[src/rtl/rom_dl_sched.sv]
// ROM download scheduler: turns the ioctl byte stream into acknowledged SDRAM port
// writes and PROM writes, latches core_mod, and generates the post-load core reset.
module rom_dl_sched #(
   parameter logic [24:0] SP_BASE    = 25'h30000,
   parameter logic [24:0] PROM_BASE  = 25'hA0000,
   parameter logic [24:0] ROM_END    = 25'hA0920,
   parameter logic [15:0] RST_CYCLES = 16'hFFFF
) (
   input  logic        clk_sys,
   input  logic        reset_n,
   input  logic        ioctl_download,
   input  logic [7:0]  ioctl_index,
   input  logic        ioctl_wr,
   input  logic [24:0] ioctl_addr,
   input  logic [7:0]  ioctl_dout,
   output logic        ioctl_wait,
   input  logic        user_reset,
   output logic        port1_req,
   input  logic        port1_ack,
   output logic [22:0] port1_a,
   output logic [1:0]  port1_ds,
   output logic [15:0] port1_d,
   output logic        port1_we,
   output logic        port2_req,
   input  logic        port2_ack,
   output logic [22:0] port2_a,
   output logic [1:0]  port2_ds,
   output logic [15:0] port2_d,
   output logic        port2_we,
   output logic        prom_wr,
   output logic [11:0] prom_addr,
   output logic [7:0]  prom_data,
   output logic [7:0]  core_mod,
   output logic        rom_loaded,
   output logic        reset,
   output logic        err_drop
);

   typedef enum logic [1:0] {IDLE, ISSUE, WAIT_ACK, FINISH} state_t;
   state_t state, state_nxt;

   logic        wr_d, dl0_d, fin_pend, use1, use2, hold;
   logic [15:0] rst_cnt;
   logic [24:0] sp_off, prom_off;
   logic        strobe, dl0, dl0_fall, dl0_rise, acks_done, accept;
   logic        go1, go2, go_prom, go_core, drop, wait_nxt, set_loaded;

   assign strobe    = ioctl_wr & ~wr_d;
   assign dl0       = ioctl_download & (ioctl_index == 8'd0);
   assign dl0_fall  = dl0_d & ~dl0;
   assign dl0_rise  = dl0 & ~dl0_d;
   assign accept    = strobe & ~ioctl_wait & dl0;
   assign drop      = strobe & ioctl_wait;
   assign sp_off    = ioctl_addr - SP_BASE;
   assign prom_off  = ioctl_addr - PROM_BASE;
   assign port1_we  = dl0;
   assign port2_we  = dl0;

   // Only ports toggled by the current transaction gate completion.
   assign acks_done = (~use1 | (port1_ack == port1_req)) &
                      (~use2 | (port2_ack == port2_req));

   always_ff @(posedge clk_sys or negedge reset_n) begin
      if (!reset_n) state <= IDLE;
      else          state <= state_nxt;
   end

   // NOTE: every signal driven here gets a default first, so no path can infer a latch.
   always_comb begin
      state_nxt  = state;
      wait_nxt   = ioctl_wait;
      go1        = 1'b0;
      go2        = 1'b0;
      go_prom    = 1'b0;
      go_core    = 1'b0;
      set_loaded = 1'b0;
      case (state)
         IDLE: begin
            wait_nxt = 1'b0;
            go_core  = strobe & ~ioctl_wait & (ioctl_index == 8'd1) & (ioctl_addr == '0);
            if (accept) begin
               wait_nxt = 1'b1;
               if (ioctl_addr < SP_BASE) begin
                  go1       = 1'b1;
                  state_nxt = ISSUE;
               end else if (ioctl_addr < PROM_BASE) begin
                  go1       = 1'b1;
                  go2       = 1'b1;
                  state_nxt = ISSUE;
               end else if (ioctl_addr < ROM_END) begin
                  go_prom   = 1'b1;
               end
            end else if (dl0_fall || fin_pend) begin
               state_nxt = FINISH;
            end
         end
         ISSUE: state_nxt = WAIT_ACK;
         WAIT_ACK: begin
            if (acks_done) begin
               wait_nxt  = 1'b0;
               state_nxt = (dl0_fall || fin_pend) ? FINISH : IDLE;
            end
         end
         FINISH: begin
            wait_nxt   = 1'b0;
            set_loaded = 1'b1;
            state_nxt  = IDLE;
         end
         default: state_nxt = IDLE;
      endcase
   end

   // NOTE: sequential state uses non-blocking assignments so every register samples pre-edge values.
   always_ff @(posedge clk_sys or negedge reset_n) begin
      if (!reset_n) begin
         wr_d       <= 1'b0;
         dl0_d      <= 1'b0;
         fin_pend   <= 1'b0;
         use1       <= 1'b0;
         use2       <= 1'b0;
         ioctl_wait <= 1'b0;
         port1_req  <= 1'b0;
         port1_a    <= '0;
         port1_ds   <= '0;
         port1_d    <= '0;
         port2_req  <= 1'b0;
         port2_a    <= '0;
         port2_ds   <= '0;
         port2_d    <= '0;
         prom_wr    <= 1'b0;
         prom_addr  <= '0;
         prom_data  <= '0;
         core_mod   <= '0;
         rom_loaded <= 1'b0;
         err_drop   <= 1'b0;
      end else begin
         wr_d       <= ioctl_wr;
         dl0_d      <= dl0;
         ioctl_wait <= wait_nxt;
         prom_wr    <= go_prom;
         if (drop)    err_drop <= 1'b1;
         if (go_core) core_mod <= ioctl_dout;
         if (dl0_fall)                fin_pend <= 1'b1;
         else if (state == FINISH)    fin_pend <= 1'b0;
         if (dl0_rise)        rom_loaded <= 1'b0;
         else if (set_loaded) rom_loaded <= 1'b1;
         if (go1) begin
            use1      <= 1'b1;
            use2      <= go2;
            port1_req <= ~port1_req;
            port1_a   <= ioctl_addr[23:1];
            port1_ds  <= {ioctl_addr[0], ~ioctl_addr[0]};
            port1_d   <= {ioctl_dout, ioctl_dout};
         end
         if (go2) begin
            port2_req <= ~port2_req;
            port2_a   <= sp_off[23:1];
            port2_ds  <= {sp_off[0], ~sp_off[0]};
            port2_d   <= {ioctl_dout, ioctl_dout};
         end
         if (go_prom) begin
            prom_addr <= prom_off[11:0];
            prom_data <= ioctl_dout;
         end
      end
   end

   // Reload condition is registered, so reset falls RST_CYCLES + 2 clocks after rom_loaded.
   always_ff @(posedge clk_sys or negedge reset_n) begin
      if (!reset_n) begin
         hold    <= 1'b1;
         rst_cnt <= RST_CYCLES;
         reset   <= 1'b1;
      end else begin
         hold  <= user_reset | ~rom_loaded | dl0;
         reset <= (rst_cnt != 16'd0);
         if (hold)                  rst_cnt <= RST_CYCLES;
         else if (rst_cnt != 16'd0) rst_cnt <= rst_cnt - 16'd1;
      end
   end

endmodule

[config.mk]
export PLATFORM = sky130hd
export DESIGN_NAME = rom_dl_sched
export DESIGN_NICKNAME = d
export VERILOG_FILES = /design/src/rtl/rom_dl_sched.sv
export SDC_FILE = /design/constraint.sdc
export NUM_CORES = 1
export LEC_CHECK = 0
export ABC_AREA = 1
export ABC_CLOCK_PERIOD_IN_PS = 1700
export CAP_MARGIN = 20
export CELL_PAD_IN_SITES_DETAIL_PLACEMENT = 1
export CELL_PAD_IN_SITES_GLOBAL_PLACEMENT = 2
export CORE_MARGIN = 3
export CORE_UTILIZATION = 28
export DETAILED_ROUTE_END_ITERATION = 10
export PLACE_DENSITY = 0.78
export SLEW_MARGIN = 0
export SYNTH_ARGS = -nofsm -noshare
export SYNTH_HDL_FRONTEND = slang
export SYNTH_SLANG_ARGS = --single-unit
export TNS_END_PERCENT = 10
[constraint.sdc]
create_clock -name clk_sys -period 1.7 [get_ports clk_sys]
set_clock_uncertainty 0.05 [all_clocks]
set_input_delay 0.34 -clock clk_sys [delete_from_list [all_inputs] [get_ports clk_sys]]
set_output_delay 0.34 -clock clk_sys [all_outputs]
set_load 0.02 [all_outputs]
# ---- Word level (Yosys, flattened, before mapping)
# Cells that the tools add are included.
dict set report classes {
  n_bitwise 25
  add_sub_neg 3
  muxes 30
  n_lt_le_gt_ge 3
  n_eq_ne 9
  n_reduce_logical 11
}
# cell n
set ops {}
lappend ops {{$lt 25x20->1 const B} 2}
lappend ops {{$mux 16} 2}
lappend ops {{$logic_not 25->1} 1}
lappend ops {{$lt 25x18->1 const B} 1}
lappend ops {{$sub 24x18->24 const B} 1}
lappend ops {{$mux 1} 20}
lappend ops {{$reduce_bool 16->1} 1}
lappend ops {{$sub 16x1->16 const B} 1}
lappend ops {{$mux 2} 6}
lappend ops {{$sub 12x1->12 const B} 1}
lappend ops {{$not 1->1} 11}
lappend ops {{$and 1x1->1} 10}
lappend ops {{$eq 8x1->1 const B} 1}
lappend ops {{$logic_not 8->1} 1}
lappend ops {{$pmux 2 s4} 1}
lappend ops {{$reduce_bool 2->1} 3}
lappend ops {{$eq 2x2->1 const B} 2}
lappend ops {{$ne 4x4->1 const B} 1}
lappend ops {{$or 1x1->1} 4}
lappend ops {{$ne 3x3->1 const B} 1}
lappend ops {{$pmux 1 s3} 1}
lappend ops {{$reduce_and 3->1} 1}
lappend ops {{$reduce_bool 3->1} 1}
lappend ops {{$eq 1x1->1} 2}
lappend ops {{other kinds (5)} 5}
dict set report totals {
  ff_bits 141
  elab_cells 105
  out_inout_bits 119
  inputBits 48
}

# ---- Depth between registers and ports, before layout
dict set report depth {
  depth_word 8
  ltp_mapped 11
  ltp_nobuf 10
}

# ---- Worst setup path before layout
# Ideal clock, no wire load.
dict set report synth_path {
  kind {reg2reg}
  from {register rst_cnt[0]}
  to {register rst_cnt[6]}
  t_arrival_ps 1447
  n_path_buf 0
  t_required_ps 1592
  synth_period_minus_slack_ps 1555
  setup_ps 58
  path_stages_with_launch 9
  slack_ps 145
  cell_sequence {dfstp_2 > inv_1 > ha_1 > nand2_1 > nor3_1 > or2_2 > nand3_1 > nand2_1 > inv_1}
}
dict set report synth_via {
  elab_chain_len 3
  word_cells_on_any_way 5
  classes_between {add/sub (1); mux (2); reduce/logical (2)}
}
# element line_no
set synth_lines {}
lappend synth_lines {{start, declared} 43} ;# logic [15:0] rst_cnt;
lappend synth_lines {{start signal, assigned} 178} ;# else if (rst_cnt != 16'd0) rst_cnt <= rst_cnt - 16'd1;
lappend synth_lines {{$sub 16x1->16} 178}
lappend synth_lines {{$mux 16} 178}
lappend synth_lines {{$mux 16} 177} ;# if (hold) rst_cnt <= RST_CYCLES;
# Several ways; a longest one is shown, not always the timed one. The select of a mux whose other input is x is not followed.
# A chain may end at the register's enable or synchronous reset.

# ---- Worst setup path after layout
dict set report layout_path {
  from {input ioctl_index[4]}
  to {output port2_we}
}
dict set report layout_via {
  elab_chain_len 2
}
# element line_no
set layout_lines {}
lappend layout_lines {{start, declared} 12} ;# input logic [7:0] ioctl_index,
lappend layout_lines {{$logic_not 8->1} 49} ;# assign dl0 = ioctl_download & (ioctl_index == 8'd0);
lappend layout_lines {{$and 1x1->1} 49}
lappend layout_lines {{end, declared} 29} ;# output logic port2_we,
# Every way passes these cells.

==> impl_results.md <==
- Status: complete, no violations
- LEAKAGE: 4.72 nW
- Max cap viols: 0
- Root buf cell: clkbuf_16
- Die height: 148 um
- Worst hold path class: primary input to asynchronous set/reset pin
- DR top layer: met5
- H-tree levels: 4
- Layout net count: 919
- Critical path's largest stage delay: 450 ps
- Clk sinks: 125
- Min Tclk post-route: 1690 ps
- Die Wd: 148 um
- Filler instances: 2374
- Post-synthesis cell type count: 38
- Power Dens Cells: 885 mW/mm^2
- Slew Viols, Final: 0
- CTS Buf Count: 17
- Register area: 0.00315 mm^2
- Critical Path Fanout Max: 2
- Clk_lat worst skew: 410 ps
- DP HPWL: 14.3 mm
- Startpoint Class: primary input
- Top FF cell, synth: dfrtp_1
- CP max stage cell: clkdlybuf4s50_1
- Worst path depth: 8
- Placed Cells: 1105
- Largest net degree at the start of global routing: 49
- Total track usage: 0.175
- Actual slew at the worst max-slew pin: 332 ps
- Cell Area, Synth: 0.00566 mm^2
- Fmax: 591 MHz
- Vias in the first global route: 5800
- Die area: 0.0220 mm^2
- Register area share after synthesis: 0.557
- Bufs and invs on worst path: 5
- CP cell instances: clkdlybuf4s50_1 -> inv_1 -> nand2_2 -> nor2_4 -> nand2_2 -> inv_2 -> buf_6 -> buf_6
- Crit Reg-Reg Startpoint: state[1]
- CP required: 1310 ps
- M1 WL: 7.96 mm
- N_diodes: 0
- P&R area growth vs syn: 53.5%
- Cell count after synthesis: 636
- Gpl congestion: 0.848
- Flop2flop setup slack: 40 ps
- Arr. time, crit path: 1300 ps
- Final WL: 18.9 mm
- CP delay by family, top: buffers and inverters
- WL/cell: 16.5 um
- Met3 Wirelength: 1.06 mm
- Yosys warns: 0
- Maximum vdd ir drop: 0.669 mV
- CTS tree: built
- Ports: 167
- Register bit total from synthesis: 125
- Asr flop ratio synth: 1.00
- RSZ-0062 raised after global routing: yes
- Cell Area, Placed: 0.00805 mm^2
- Number of synthesized flops with an enable pin: 0
- Post-Syn Nets: 688
- Share of cells above drive strength 1: 0.215
- First-pass GRT wire length: 30.5 mm
- Remaining antenna violation count: 0
- Rows: 51
- Core area: 0.0197 mm^2
- Port Buffers: 166
- CTS max path bufs: 2
- Total grt overflow: 0
- Pre-Repair DR Iteration Count: 4
- Final hold vios: 0
- Final std cells w/o fill: 1145
- Multi-input logic area: 0.00206 mm^2
- Post-route DRC: 0
- Period utilisation layout: 0.995
- Met2 WL: 9.51 mm
- CP Class: primary input to output port
- Setup violators final: 0
- Number of DRC markers in iteration 0: 241
- Worst slew margin: 0.779
- Syn_area_per_cell: 8.90 um^2
- Clock transition at the registers of the reported paths: 60 ps
- Via density: 4.50
- RR Endpoint: core_mod[4]
- Initial Util: 0.288
- Final Cell Area: 0.00869 mm^2
- R2R cell count: 6
- Vias: 5152
- Antenna violations before repair: 1
- Critical Path Sink Type: output port
- WHS: 333 ps
## cells in the mapped netlist (6+ instances only)
| cell type | count | area share |
|---|---|---|
| buf_2 | 10 | 0.0088 |
| a21oi_1 | 6 | 0.0053 |
| nand3_1 | 47 | 0.042 |
| nand4_1 | 6 | 0.0066 |
| inv_1 | 70 | 0.046 |
| nand2_1 | 173 | 0.11 |
| dfstp_2 | 18 | 0.084 |
| o21ai_2 | 6 | 0.0093 |
| buf_4 | 17 | 0.023 |
| nor2_1 | 39 | 0.026 |
| o21ai_0 | 48 | 0.042 |
| dfrtp_1 | 107 | 0.47 |
| nor3_1 | 6 | 0.0053 |
| o21ai_1 | 23 | 0.020 |
| xor2_1 | 7 | 0.011 |
## state kept, by name, summed over array words and instances, names as in the netlist, 8 cells and up
register / flops
port1_d: 8
rst_cnt: 16
port2_d: 8
port1_a: 23
prom_addr: 12
core_mod: 8
port2_a: 23
prom_data: 8
## cell families (layout without fill, tap and decap cells)
family | after synthesis | count (layout) | synth area share
buf+inv | 112 | 356 | 0.0933
compound gates | 86 | 86 | 0.0814
flops | 125 | 125 | 0.557
fa+ha+maj | 4 | 4 | 0.00884
simple gates | 301 | 301 | 0.247
xor+xnor | 8 | 8 | 0.0124
## area by class of cell
cell class,count,area share
Clock buffer,19,0.0521
Clock inverter,13,0.0219
Inverter,76,0.0328
Multi-Input combinational cell,399,0.238
Sequential cell,125,0.363
Tap cell,265,0.0382
Timing Repair Buffer,248,0.255
## metrics by stage
stage          utilization  setup TNS (ps)  worst slack (ps)  power, W
6_report             0.442               0              8.46   0.00769
5_1_grt              0.442            -327             -54.3   0.00801
4_1_cts              0.438           -1.33             -1.33   0.00778
3_5_place_dp         0.409          -37510              -548   0.00379
3_3_place_gp         0.409          -31790              -490   0.00376
2_1_floorplan            -               0               145   0.00337
## layout by cell type, fill, tap and decap left out, types with 3 or more instances in the layout
master and instances:
inv_1 67, dfrtp_1 106, nor2_2 7, xor2_1 7, buf_4 71, dlygate4sd2_1 125, nand2_2 6, or2_2 3
o21ai_2 6, nand4_1 6, a21oi_1 6, nand3_4 3, buf_12 6, nor2_1 33, inv_2 8, ha_1 3
nand3_1 46, nor3_1 5, clkbuf_16 17, nand3b_1 3, bufinv_16 4, clkdlybuf4s50_1 38, clkinvlp_4 4, nor2_4 9
o21ai_0 44, dfstp_2 18, o21ai_1 27, buf_6 6, clkinv_4 4, nand2_1 169
## worst max path at each step
stage                   start           to  slack (ps)
2_1_floorplan      rst_cnt[0]   rst_cnt[6]         140
3_3_place_gp   ioctl_index[3]     port1_we        -490
3_5_place_dp   ioctl_index[3]     port1_we        -550
4_1_cts              state[1]  core_mod[4]          -1
5_1_grt        ioctl_index[4]     port2_we         -50
6_report       ioctl_index[4]     port2_we           8
## worst register-to-register path, cell delays in order, from the launching register on
cell	delay [ps]
dfrtp_2	450
nor2_4	250
nand4_1	120
nand3b_4	270
nor2_4	270
nand2_1	110
nand2_1	80
## metal layers
metal | up-vias | global-route usage
met5 | - | 0
li1 | 2467 | -
met1 | 2552 | 0.207
met4 | 2 | 0.0508
met3 | 25 | 0.0570
met2 | 106 | 0.304
## power breakdown
part / switching [W] / total, W / internal [W]
clock network: 0.00139 / 0.00393 / 0.00254
registers: 0.0000473 / 0.00307 / 0.00303
logic: 0.000389 / 0.000689 / 0.000300
total: 0.00183 / 0.00769 / 0.00586
## timing repair
item / CTS / global route
gates resized for setup: 143 / 23
setup buffers: 7 / 0
endpoints found under the setup margin: 147 / 48
pin swaps: 7 / 3
hold buffers: 1 / 0
hold endpoints to repair: 22 / 0
Power figures use the tool's default switching activity.
